==> config.mk <==
export PLATFORM = sky130hd
export DESIGN_NAME = lsu_flat
export DESIGN_NICKNAME = d
export VERILOG_FILES = /design/src/rtl/lsu_if.sv /design/src/rtl/lsu.sv /design/src/flat_wrapper.sv
export SDC_FILE = /design/constraint.sdc
export NUM_CORES = 1
export LEC_CHECK = 0
export CORE_MARGIN = 3
export CORE_UTILIZATION = 47
export DETAILED_ROUTE_END_ITERATION = 12
export PLACE_DENSITY = 0.81
export SYNTH_ARGS = -nofsm -noshare
export SYNTH_HDL_FRONTEND = slang
export SYNTH_SLANG_ARGS = --single-unit
==> constraint.sdc <==
create_clock -name clk -period 9.2 [get_ports clk]
set_input_delay 2.3 -clock clk [delete_from_list [all_inputs] [get_ports clk]]
set_output_delay 2.3 -clock clk [all_outputs]
set_load 0.01 [all_outputs]
==> src/rtl/lsu_if.sv <==
// Bus bundle between the load/store unit, the execute stage and the memory data port.
// The LSU takes the master view (it initiates memory traffic and answers the core);
// the environment (core + memory) takes the slave view.
`timescale 1ns/1ps
interface lsu_if;
  // core request / response
  logic        req_valid;
  logic        req_ready;
  logic        req_wen;
  logic [31:0] req_addr;
  logic [1:0]  req_size;
  logic        req_unsigned;
  logic [63:0] req_wdata;
  logic        resp_valid;
  logic [63:0] resp_rdata;
  logic        resp_err;
  // memory data port
  logic        mem_valid;
  logic        mem_ready;
  logic [31:0] mem_addr;
  logic        mem_wen;
  logic [7:0]  mem_wmask;
  logic [63:0] mem_wdata;
  logic        mem_rvalid;
  logic [63:0] mem_rdata;

  modport master (
    input  req_valid, req_wen, req_addr, req_size, req_unsigned, req_wdata,
    output req_ready, resp_valid, resp_rdata, resp_err,
    output mem_valid, mem_addr, mem_wen, mem_wmask, mem_wdata,
    input  mem_ready, mem_rvalid, mem_rdata
  );

  modport slave (
    output req_valid, req_wen, req_addr, req_size, req_unsigned, req_wdata,
    input  req_ready, resp_valid, resp_rdata, resp_err,
    input  mem_valid, mem_addr, mem_wen, mem_wmask, mem_wdata,
    output mem_ready, mem_rvalid, mem_rdata
  );
endinterface

==> src/rtl/lsu.sv <==
// Load/store unit: one access in flight, 8-byte-aligned memory requests with byte
// strobes, load alignment/extension, misalignment and timeout detection.
//
//   state | meaning
//   IDLE  | ready for a core request
//   REQ   | memory request presented, waiting for mem_ready
//   WAIT  | load issued, waiting for mem_rvalid
//   RESP  | single-cycle response to the core
`timescale 1ns/1ps
module lsu #(
  parameter int TIMEOUT = 256
) (
  input logic    clk,
  input logic    rst,
  lsu_if.master  bus
);

  localparam int CW = $clog2(TIMEOUT);
  localparam logic [CW-1:0] CNT_LAST = CW'(TIMEOUT - 1);

  typedef enum logic [1:0] {IDLE, REQ, WAIT, RESP} state_t;

  state_t        state;
  logic [CW-1:0] cnt;
  logic          wen_q;
  logic [1:0]    size_q;
  logic          uns_q;
  logic [2:0]    off_q;

  logic          misaligned;
  logic [7:0]    mask_base;
  logic [7:0]    wmask_next;
  logic [63:0]   wdata_next;
  logic [63:0]   load_shift;
  logic [63:0]   load_ext;

  // Decode of the incoming request: alignment check and lane placement.
  always_comb begin
    misaligned = 1'b0;
    mask_base  = 8'h01;
    case (bus.req_size)
      2'd0: begin misaligned = 1'b0;                mask_base = 8'h01; end
      2'd1: begin misaligned = bus.req_addr[0];     mask_base = 8'h03; end
      2'd2: begin misaligned = |bus.req_addr[1:0];  mask_base = 8'h0F; end
      default: begin misaligned = |bus.req_addr[2:0]; mask_base = 8'hFF; end
    endcase
    wmask_next = mask_base << bus.req_addr[2:0];
    wdata_next = bus.req_wdata << {bus.req_addr[2:0], 3'b000};
  end

  // Read data extraction from the latched offset/size/signedness.
  always_comb begin
    load_shift = bus.mem_rdata >> {off_q, 3'b000};
    load_ext   = load_shift;
    case (size_q)
      2'd0: load_ext = uns_q ? {56'd0, load_shift[7:0]}
                             : {{56{load_shift[7]}}, load_shift[7:0]};
      2'd1: load_ext = uns_q ? {48'd0, load_shift[15:0]}
                             : {{48{load_shift[15]}}, load_shift[15:0]};
      2'd2: load_ext = uns_q ? {32'd0, load_shift[31:0]}
                             : {{32{load_shift[31]}}, load_shift[31:0]};
      default: load_ext = load_shift;
    endcase
  end

  // Access sequencer with registered outputs and the REQ+WAIT timeout counter.
  always_ff @(posedge clk or posedge rst) begin
    if (rst) begin
      state          <= IDLE;
      cnt            <= '0;
      wen_q          <= 1'b0;
      size_q         <= 2'd0;
      uns_q          <= 1'b0;
      off_q          <= 3'd0;
      bus.req_ready  <= 1'b1;
      bus.resp_valid <= 1'b0;
      bus.resp_rdata <= '0;
      bus.resp_err   <= 1'b0;
      bus.mem_valid  <= 1'b0;
      bus.mem_addr   <= '0;
      bus.mem_wen    <= 1'b0;
      bus.mem_wmask  <= '0;
      bus.mem_wdata  <= '0;
    end else begin
      case (state)
        IDLE: begin
          if (bus.req_valid) begin
            bus.req_ready <= 1'b0;
            wen_q         <= bus.req_wen;
            size_q        <= bus.req_size;
            uns_q         <= bus.req_unsigned;
            off_q         <= bus.req_addr[2:0];
            if (misaligned) begin
              state          <= RESP;
              bus.resp_valid <= 1'b1;
              bus.resp_err   <= 1'b1;
              bus.resp_rdata <= '0;
            end else begin
              state         <= REQ;
              cnt           <= '0;
              bus.mem_valid <= 1'b1;
              bus.mem_addr  <= {bus.req_addr[31:3], 3'b000};
              bus.mem_wen   <= bus.req_wen;
              bus.mem_wmask <= bus.req_wen ? wmask_next : 8'h00;
              bus.mem_wdata <= bus.req_wen ? wdata_next : 64'd0;
            end
          end
        end
        REQ: begin
          // A completed store handshake wins over a simultaneous timeout; a load
          // still needs its data, so the timeout takes precedence there.
          if (bus.mem_ready && wen_q) begin
            state          <= RESP;
            bus.mem_valid  <= 1'b0;
            bus.resp_valid <= 1'b1;
            bus.resp_err   <= 1'b0;
            bus.resp_rdata <= '0;
          end else if (cnt == CNT_LAST) begin
            state          <= RESP;
            bus.mem_valid  <= 1'b0;
            bus.resp_valid <= 1'b1;
            bus.resp_err   <= 1'b1;
            bus.resp_rdata <= '0;
          end else begin
            cnt <= cnt + 1'b1;
            if (bus.mem_ready) begin
              state         <= WAIT;
              bus.mem_valid <= 1'b0;
            end
          end
        end
        WAIT: begin
          if (bus.mem_rvalid) begin
            state          <= RESP;
            bus.resp_valid <= 1'b1;
            bus.resp_err   <= 1'b0;
            bus.resp_rdata <= load_ext;
          end else if (cnt == CNT_LAST) begin
            state          <= RESP;
            bus.resp_valid <= 1'b1;
            bus.resp_err   <= 1'b1;
            bus.resp_rdata <= '0;
          end else begin
            cnt <= cnt + 1'b1;
          end
        end
        default: begin
          state          <= IDLE;
          bus.resp_valid <= 1'b0;
          bus.resp_err   <= 1'b0;
          bus.resp_rdata <= '0;
          bus.req_ready  <= 1'b1;
        end
      endcase
    end
  end

endmodule

==> src/flat_wrapper.sv <==
// flat-port wrapper written by rule: the top's interface ports become plain ports
module lsu_flat 
#(
  parameter int TIMEOUT = 256
)
  (clk, rst, bus_req_valid, bus_req_wen, bus_req_addr, bus_req_size, bus_req_unsigned, bus_req_wdata, bus_req_ready, bus_resp_valid, bus_resp_rdata, bus_resp_err, bus_mem_valid, bus_mem_addr, bus_mem_wen, bus_mem_wmask, bus_mem_wdata, bus_mem_ready, bus_mem_rvalid, bus_mem_rdata);
  lsu_if bus_i ();
  input logic clk;
  input logic rst;
  input wire logic [$bits(bus_i.req_valid)-1:0] bus_req_valid;
  input wire logic [$bits(bus_i.req_wen)-1:0] bus_req_wen;
  input wire logic [$bits(bus_i.req_addr)-1:0] bus_req_addr;
  input wire logic [$bits(bus_i.req_size)-1:0] bus_req_size;
  input wire logic [$bits(bus_i.req_unsigned)-1:0] bus_req_unsigned;
  input wire logic [$bits(bus_i.req_wdata)-1:0] bus_req_wdata;
  output wire logic [$bits(bus_i.req_ready)-1:0] bus_req_ready;
  output wire logic [$bits(bus_i.resp_valid)-1:0] bus_resp_valid;
  output wire logic [$bits(bus_i.resp_rdata)-1:0] bus_resp_rdata;
  output wire logic [$bits(bus_i.resp_err)-1:0] bus_resp_err;
  output wire logic [$bits(bus_i.mem_valid)-1:0] bus_mem_valid;
  output wire logic [$bits(bus_i.mem_addr)-1:0] bus_mem_addr;
  output wire logic [$bits(bus_i.mem_wen)-1:0] bus_mem_wen;
  output wire logic [$bits(bus_i.mem_wmask)-1:0] bus_mem_wmask;
  output wire logic [$bits(bus_i.mem_wdata)-1:0] bus_mem_wdata;
  input wire logic [$bits(bus_i.mem_ready)-1:0] bus_mem_ready;
  input wire logic [$bits(bus_i.mem_rvalid)-1:0] bus_mem_rvalid;
  input wire logic [$bits(bus_i.mem_rdata)-1:0] bus_mem_rdata;
  assign bus_i.req_valid = bus_req_valid;
  assign bus_i.req_wen = bus_req_wen;
  assign bus_i.req_addr = bus_req_addr;
  assign bus_i.req_size = bus_req_size;
  assign bus_i.req_unsigned = bus_req_unsigned;
  assign bus_i.req_wdata = bus_req_wdata;
  assign bus_req_ready = bus_i.req_ready;
  assign bus_resp_valid = bus_i.resp_valid;
  assign bus_resp_rdata = bus_i.resp_rdata;
  assign bus_resp_err = bus_i.resp_err;
  assign bus_mem_valid = bus_i.mem_valid;
  assign bus_mem_addr = bus_i.mem_addr;
  assign bus_mem_wen = bus_i.mem_wen;
  assign bus_mem_wmask = bus_i.mem_wmask;
  assign bus_mem_wdata = bus_i.mem_wdata;
  assign bus_i.mem_ready = bus_mem_ready;
  assign bus_i.mem_rvalid = bus_mem_rvalid;
  assign bus_i.mem_rdata = bus_mem_rdata;
  lsu #(.TIMEOUT(TIMEOUT)) u_core (.clk(clk), .rst(rst), .bus(bus_i));
endmodule
Word level (Yosys, flattened, before mapping)
Index checks and enable logic that the tools add are counted.
Widths: inputs -> output; s select.
{ "word_totals": {"register_bits": 187, "out_inout_bits": 173, "elab_cells": 97} }
{ "op_classes": {"add_sub_neg": 1, "n_eq_ne": 14, "shifts": 3, "muxes": 46, "n_bitwise": 2, "n_reduce_logical": 16} }
{ "op_table": {"columns": ["cell", "n"], "rows": [
  ["$mux 64", 9],
  ["$pmux 64 s3", 2],
  ["$shl 64x6->64", 1],
  ["$shr 64x6->64", 1],
  ["$mux 8", 6],
  ["$pmux 8 s3", 2],
  ["$mux 1", 14],
  ["$mux 2", 7],
  ["$pmux 1 s3", 3],
  ["$add 8x1->8 const B", 1],
  ["$eq 8x8->1 const B", 1],
  ["$ne 2x2->1 const B", 4],
  ["$shl 8x3->8", 1],
  ["$eq 2x1->1 const B", 3],
  ["$eq 2x2->1 const B", 3],
  ["$logic_not 2->1", 3],
  ["$pmux 2 s3", 1],
  ["$reduce_and 2->1", 3],
  ["$reduce_and 3->1", 2],
  ["$reduce_and 5->1", 1],
  ["$ne 4x2->1 const B", 1],
  ["$pmux 1 s2", 2],
  ["$reduce_and 4->1", 1],
  ["$reduce_or 2->1", 2],
  ["other kinds (7)", 8]
]} }

Longest topological paths before layout
Gate-level depths: netlist of run 1.
{ "depth": {"word_depth": 5, "depth_mapped": 8, "ltp_nobuf": 7} }

Worst setup path after synthesis of run 1
No wires, ideal clock.
{ "synth_timing": {"kind": "input to register", "startpoint": "input bus_mem_rdata[23]", "endpoint": "register u_core.bus.resp_rdata[55]", "arrival_ns": 3.913, "path_slack_ns": 5.153, "stages": 6, "n_path_buf": 1, "cell_sequence": "mux2_1 -> mux4_2 -> and3_4 -> nor4_4 -> buf_6 -> o31ai_2"} }
{ "synth_via": {"elab_chain_cells": 5, "elab_cells_between_ends": 7, "cone_classes": "1 x shift; 6 x mux"} }
{ "synth_rtl": {"columns": ["item", "line", "text"], "rows": [
  ["start: declaration", "flat_wrapper.sv:27", "input wire logic [$bits(bus_i.mem_rdata)-1:0] bus_mem_rdata;"],
  ["$shr 64x6->64 (*)", "lsu.sv:53", "load_shift = bus.mem_rdata >> {off_q, 3'b000};"],
  ["$mux 64 (on tied branches)", "lsu.sv:60, lsu.sv:56, lsu.sv:58", null],
  ["$pmux 64 s3 (*)", "lsu.sv:55", "case (size_q)"],
  ["$mux 64 (*)", "lsu.sv:133", "if (bus.mem_rvalid) begin"],
  ["$pmux 64 s3 (*)", "lsu.sv:85", "case (state)"],
  ["end signal: assignment", "lsu.sv:137", "bus.resp_rdata <= load_ext;"],
  ["end: declaration", "lsu_if.sv:29", "output req_ready, resp_valid, resp_rdata, resp_err,"]
]} }
Every way passes the cells marked *; elsewhere a longest branch is shown, timed or not.
A chain may end at the register's enable or synchronous reset.

Final worst setup path of run 1
{ "layout_timing": {"startpoint": "input bus_req_addr[2]", "endpoint": "register u_core.bus.mem_wdata[23]"} }
{ "layout_via": {"elab_chain_cells": 4, "elab_cells_between_ends": 6, "cone_classes": "1 x shift; 2 x mux; 1 x bitwise; 2 x reduce/logical"} }
{ "layout_rtl": {"columns": ["item", "line", "text"], "rows": [
  ["start: declaration", "flat_wrapper.sv:12", "input wire logic [$bits(bus_i.req_addr)-1:0] bus_req_addr;"],
  ["parallel branches: the longest is 4 deep, another holds $shl 64x6->64", null, null],
  ["end signal: assignment", "lsu.sv:105", "bus.mem_wdata <= bus.req_wen ? wdata_next : 64'd0;"],
  ["end: declaration", "lsu_if.sv:30", "output mem_valid, mem_addr, mem_wen, mem_wmask, mem_wdata,"]
]} }
Parallel ways; which one is timed is not known.

==> qor.csv, run 1 <==
metric,value,unit
status,"finished, final reports clean",
CP required,9.56,ns
Post-synth ARST share,1.00,
drt drc,0,
fin crit share,0.537,
Final setup violation count,0,
worst reg2reg setup slack,5.84,ns
Slew headroom,0.146,
"Design Area, Final",14600,um^2
f_max,202,MHz
Main synth FF type,dfrtp_1,
unrepaired setup endpoints after global routing,false,
clock latency on the worst-skew pair,0.44,ns
switching share of power,0.403,
Post-CTS Hold Fix Bufs,0,
all-layer global routing usage,0.293,
"EDFF count, synth",0,
CTS Buf Count,17,
hold wc startpoint,u_core.bus.resp_rdata[61],
PortBufs,338,
total gr overflow,0,
Leakage,6.21,nW
Tmin final,4.94,ns
total of max-cap violations,0,
share of total power in sequential cells,0.331,
area delta synth->final,38.0,%
cell area after synthesis,10600,um^2
vias,9891,
CTS tree,yes,
clock sinks,187,
proportion of layout cells with a drive suffix above 1,0.118,
critical path class,in2reg,
drt total wl,36600,um
reg2reg end,u_core.bus.resp_rdata[18],
Comb pwr share,0.493,
global-route wire length before repair,55600,um
internal power,0.00249,W
CP arrival,5.31,ns
Yosys reg bits,187,
Initial Util,0.482,
Slew Limit Fails,0,
HPWL Detailed,27000,um
"Distinct cells, synth",53,
Fillers,1709,
full die area,24400,um^2
Max VDD drop,195,uV
Hold Crit Class,reg2reg,
Worst Reg2Reg Path Length in Cells,5,
CTS root buf,clkbuf_16,
vias in the first global route,9715,
Mapped Cells,1063,
initial antenna violation count,0,
P_sw,0.00169,W
Worst Tran Pin Value,1.27,ns
core area,22000,um^2
via/cell ratio,6.06,
crit path capture type,register,
Placement Cell Area,14000,um^2
Post-CTS Setup Inserts,0,
ant diodes,0,
skew final,0.0148,ns
startpoint class of the critical path,input port,
FF-to-FF Start,u_core.off_q[0],
Hold EP,u_core.bus.resp_rdata[61],
Worst Path Max Fanout,42,
deepest clock path buffer count,2,
Critical-path top delay cell,nor2_1,
setup_tns,0,ns
"Hold Vio Cnt, Final",0,
clock-pin transition on the worst setup and hold timing paths,0.07,ns
flip-flop and latch area,4690,um^2
Starting DRT DRC Count,984,
worst hold stages,2,
Die W,156,um
Multi-input gate area,5510,um^2
post_cts resized,0,
ANT nets after route,0,
Die Span Y,156,um
"Critical Path, Cell by Cell","clkdlybuf4s50_1, buf_4, a21oi_1, o21ai_1, or2_2, nor2_1, a22o_1",
Clk pwr share,0.176,
std cell rows,54,
Yosys warning count,0,
"slowest stage delay, CP",0.96,ns
largest net degree at the start of global routing,106,
Boundary Pins,342,
Synth Area per Inst,9.97,um^2
GPL Wtd Cong,0.995,
drt wl/cell,22.4,um
# H-tree levels,4,
drt first pass iters,5,
"Seq/Total Area, Yosys",0.442,
layout net count,1513,
pwr dens,286,nW/um^2
[per-stage QoR]
step / total power, W / std cells / hold WS, ns / util / setup slack, ns
6_report: 0.00418 / 1631 / 0.475 / 0.666 / 4.26
5_1_grt: 0.00441 / 1631 / 0.506 / 0.666 / 4.08
4_1_cts: 0.00418 / 1631 / 0.480 / 0.666 / 4.35
3_5_place_dp: 0.00344 / 1600 / 0.462 / 0.640 / 3.88
3_3_place_gp: 0.00340 / 1600 / 0.450 / 0.640 / 3.98
2_1_floorplan: 0.00250 / 1065 / 0.469 / - / 1.82
[worst max-delay path, delay by kind of cell]
family / cells / cell delay (ns)
AO/OA/AOI/OAI: 3 / 0.75
buffers and inverters: 2 / 0.67
AND/OR/NAND/NOR: 2 / 1.56
[layout by cell type, fill, tap and decap left out, drive strengths merged, types with 3 or more instances in the layout]
master,count
a32oi,15
and3,10
nor4,3
ha,5
o21ai,111
nand2,162
a21o,3
o22ai,17
a211oi,43
o211ai,21
clkbuf,17
buf,12
nor2,30
a22o,34
nor3,6
a21oi,49
mux4,16
conb,3
nor2b,20
inv,20
nand2b,4
mux2i,85
mux2,68
or3,7
clkinv,3
clkdlybuf4s50,336
o21a,11
and2,3
o31ai,17
nand3,13
dfrtp,186
[Yosys cell counts (13+ instances only)]
master | count | share of area
nand2_1 | 162 | 0.057
o31ai_1 | 14 | 0.0099
clkbuf_1 | 60 | 0.021
o211ai_1 | 21 | 0.015
nor2_1 | 30 | 0.011
nor2b_1 | 20 | 0.012
o21ai_0 | 90 | 0.043
o22ai_1 | 17 | 0.010
mux2i_1 | 85 | 0.080
dfrtp_1 | 186 | 0.44
a32oi_1 | 15 | 0.012
buf_1 | 15 | 0.0053
a211oi_1 | 43 | 0.030
mux2_2 | 65 | 0.069
a21oi_1 | 49 | 0.023
nand3_1 | 13 | 0.0061
a22o_1 | 34 | 0.028
o21ai_2 | 17 | 0.014
mux4_2 | 16 | 0.034
[worst max-delay path by stage]
| stage | from | to | slack (ns) | cells past startpoint |
|---|---|---|---|---|
| after global routing | bus_req_addr[0] | u_core.bus.resp_rdata[18] | 4.08 | 7 |
| final | bus_req_addr[2] | u_core.bus.mem_wdata[23] | 4.26 | 7 |
| after CTS | bus_req_addr[2] | u_core.bus.mem_wdata[28] | 4.35 | 7 |
| after detailed placement | bus_req_addr[2] | u_core.bus.mem_wdata[28] | 3.88 | 7 |
| after floorplan | rst | u_core.bus.mem_addr[10] | 1.82 | 1 |
| after global placement | bus_req_addr[2] | u_core.bus.mem_addr[12] | 3.98 | 7 |
[layer usage]
layer | GRT usage | part of all wire | wire length, um | up-vias
li1 | - | - | - | 4450
met1 | 0.368 | 0.38 | 14000 | 4842
met2 | 0.492 | 0.49 | 18000 | 519
met3 | 0.0674 | 0.088 | 3230 | 80
met4 | 0.113 | 0.038 | 1380 | 0
met5 | 0 | 0 | 0 | -
[final cells by class]
type                            count  area share
Inverter                           11     0.00334
Clock inverter                     14      0.0102
Clock buffer                       17      0.0291
Multi-Input combinational cell    774       0.377
Tap cell                          280      0.0240
Sequential cell                   187       0.321
Timing Repair Buffer              348       0.236
[power by group through the flow]
stage / clock, W / sequential [W] / combinational, W
floorplan: 0 / 0.00139 / 0.00112
global placement: 0 / 0.00138 / 0.00202
detailed placement: 0 / 0.00138 / 0.00206
CTS: 0.000743 / 0.00138 / 0.00206
global route: 0.000778 / 0.00142 / 0.00221
finish: 0.000735 / 0.00138 / 0.00206
[kinds of logic after synthesis]
group | after synthesis | synth area share
AO/OA/AOI/OAI | 329 | 0.208
adder cells (fa/ha/maj) | 5 | 0.00591
buffers and inverters | 104 | 0.0420
flip-flops | 187 | 0.442
multiplexers | 169 | 0.187
other | 1 | 0.000354
AND/OR/NAND/NOR | 268 | 0.115
[state kept, by name, summed over array words and instances, names as in the netlist]
register	cells
u_core.size_q	2
u_core.bus.resp_valid	1
u_core.bus.mem_wen	1
u_core.bus.req_ready	1
u_core.off_q	3
u_core.bus.mem_wmask	8
u_core.uns_q	1
u_core.bus.mem_valid	1
u_core.state	2
u_core.bus.resp_err	1
u_core.wen_q	1
u_core.bus.mem_wdata	64
u_core.bus.mem_addr	29
u_core.bus.resp_rdata	64
u_core.cnt	8
Note: power is estimated with default switching activity, not from simulation.
==> run 2: changes to the inputs <==
--- a/config.mk
+++ b/config.mk
@@ -6,9 +6,9 @@
 export NUM_CORES = 1
 export LEC_CHECK = 0
 export CORE_MARGIN = 3
-export CORE_UTILIZATION = 47
+export CORE_UTILIZATION = 43
 export DETAILED_ROUTE_END_ITERATION = 12
-export PLACE_DENSITY = 0.81
+export PLACE_DENSITY = 0.78
 export SYNTH_ARGS = -nofsm -noshare
 export SYNTH_HDL_FRONTEND = slang
 export SYNTH_SLANG_ARGS = --single-unit
==> constraint.sdc (replaced) <==
create_clock -name clk -period 4.1 [get_ports clk]
set_input_delay 1.025 -clock clk [delete_from_list [all_inputs] [get_ports clk]]
set_output_delay 1.025 -clock clk [all_outputs]
set_load 0.01 [all_outputs]
==> run 2 against run 1 <==
Critical endpoint is now u_core.bus.mem_wdata[15]; highest routed layer unchanged; sequential power up 120%; hold slack better by 0.0023 ns; largest cell class unchanged; register-to-register slack worse by 4.8 ns; clock skew down 0.00059 ns.
==> qor.csv, run 2 (synthesis gave the netlist of run 1 again) <==
metric,value,unit,change
hold wc startpoint,u_core.bus.resp_rdata[47],,
total of max-cap violations,0,,unchanged
all-layer global routing usage,0.287,,-0.00547
CTS root buf,clkbuf_16,,
clock latency on the worst-skew pair,0.43,ns,about the same
drt total wl,38800,um,+6.2%
core area,23800,um^2,+8.5%
Starting DRT DRC Count,852,,-13%
initial antenna violation count,0,,unchanged
Slew headroom,0.443,,+0.297
clock sinks,187,,unchanged
Post-CTS Hold Fix Bufs,0,,unchanged
Initial Util,0.445,,-0.0378
fin crit share,0.771,,
drt first pass iters,5,,unchanged
CP required,4.44,ns,-5.12 ns
DR WL met2,18700,um,+4.3%
Post-CTS Setup Inserts,0,,unchanged
Final setup violation count,0,,unchanged
Die Span Y,163,um,+4.4%
proportion of layout cells with a drive suffix above 1,0.130,,+0.0122
CTS Buf Count,17,,unchanged
most frequent cells in the layout,"clkdlybuf4s50_1, dfrtp_1, nand2_1, o21ai_0, mux2i_1",,
Hold EP,u_core.bus.resp_rdata[47],,
Highest Signal Layer,met4,,
Hold Crit Class,reg2reg,,
crit path capture type,register,,
PortBufs,338,,unchanged
skew final,0.0142,ns,-0.000587 ns
drt drc,0,,unchanged
largest net degree at the start of global routing,68,,-36%
full die area,26600,um^2,+8.9%
Die W,163,um,+4.4%
Max VDD drop,392,uV,+100%
f_max,316,MHz,
critical path class,in2reg,,
unrepaired setup endpoints after global routing,false,,
Final WS setup,0.937,ns,-3.32 ns
vias,9899,,+0.081%
deepest clock path buffer count,2,,unchanged
post_cts resized,0,,unchanged
hold_ws,0.478,ns,+0.00229 ns
global-route wire length before repair,58500,um,+5.2%
GPL Wtd Cong,0.988,,-0.64%
Metal-1 WL,14800,um,+5.8%
CTS tree,yes,,
FF-to-FF Start,u_core.off_q[2],,
Total Power,0.00949,W,+130%
drt wl/cell,23.0,um,+2.5%
startpoint class of the critical path,input port,,
"commonest non-fill, non-tap cell in the layout",clkdlybuf4s50_1,,
worst reg2reg setup slack,1.08,ns,-4.76 ns
Boundary Pins,342,,unchanged
total gr overflow,0,,unchanged
via/cell ratio,5.86,,-3.4%
Placement Setup Slack,0.520,ns,-3.36 ns
Leakage,6.32,nW,+1.8%
CP arrival,3.50,ns,-1.81 ns
Worst Path Max Fanout,32,,-24%
metal3 WL,3590,um,+11%
status,"finished, final reports clean",,
Worst Tran Pin Value,0.836,ns,-0.435 ns
ant diodes,0,,unchanged
# H-tree levels,4,,unchanged
Tmin final,3.16,ns,
clock-pin transition on the worst setup and hold timing paths,0.08,ns,about the same
worst hold stages,2,,unchanged
HPWL Detailed,29500,um,+9.3%
Worst Reg2Reg Path Length in Cells,6,,+1
area delta synth->final,40.4,%,
Fillers,2013,,+18%
setup_tns,0,ns,unchanged
ANT nets after route,0,,unchanged
std cell rows,56,,+3.7%
Slew Limit Fails,0,,unchanged
reg2reg end,u_core.bus.resp_rdata[58],,
"Hold Vio Cnt, Final",0,,unchanged
pwr dens,638,nW/um^2,+120%
biggest regs,"u_core.bus.mem_wdata x64, u_core.bus.resp_rdata x64, u_core.bus.mem_addr x29",,
layout net count,1532,,+1.3%
vias in the first global route,9916,,+2.1%
-- run 2: cell type report --
cell class / count / area, um^2 / area share
clock buffer: 18 / 439 / 0.0295
clock inverter: 13 / 126 / 0.00850
inverter: 11 / 45.0 / 0.00303
multi-input combinational: 774 / 5510 / 0.370
sequential: 187 / 4680 / 0.315
tap: 319 / 399 / 0.0268
timing repair buffer: 367 / 3670 / 0.247
-- run 2: per-stage QoR --
step           cells  cell area, um^2  utilization
2_1_floorplan   1065            10600            -
3_3_place_gp    1658            14300        0.600
3_5_place_dp    1658            14300        0.600
4_1_cts         1689            14900        0.624
5_1_grt         1689            14900        0.624
6_report        1689            14900        0.624
-- run 2: how the worst max path moves through the flow --
stage	to	cells after the start	slack [ns]	start
CTS	u_core.bus.mem_wdata[11]	6	0.97	bus_req_addr[2]
detailed placement	u_core.bus.mem_wdata[15]	6	0.52	bus_req_addr[2]
floorplan	u_core.bus.mem_addr[10]	1	0.67	rst
global placement	u_core.bus.mem_wmask[1]	6	0.60	bus_req_addr[2]
finish	u_core.bus.mem_wdata[15]	6	0.94	bus_req_addr[2]
global route	u_core.bus.mem_wdata[9]	6	0.71	bus_req_size[1]
-- run 2: power breakdown --
| part | internal, W | switching, W |
|---|---|---|
| clock network | 0.000822 | 0.000801 |
| registers | 0.00248 | 0.000565 |
| logic | 0.00231 | 0.00251 |
| total | 0.00561 | 0.00387 |
-- run 2: metal layers --
metal | global-route usage | vias to the layer above
met4 | 0.130 | 0
met1 | 0.352 | 4782
li1 | - | 4488
met2 | 0.476 | 551
met5 | 0 | -
met3 | 0.0750 | 78
-- run 2: critical path: stages --
cell             delay, ns
clkdlybuf4s50_1       0.57
a21oi_1               0.31
o21ai_1               0.22
or2_2                 0.60
or3_1                 0.54
o21ai_0               0.22
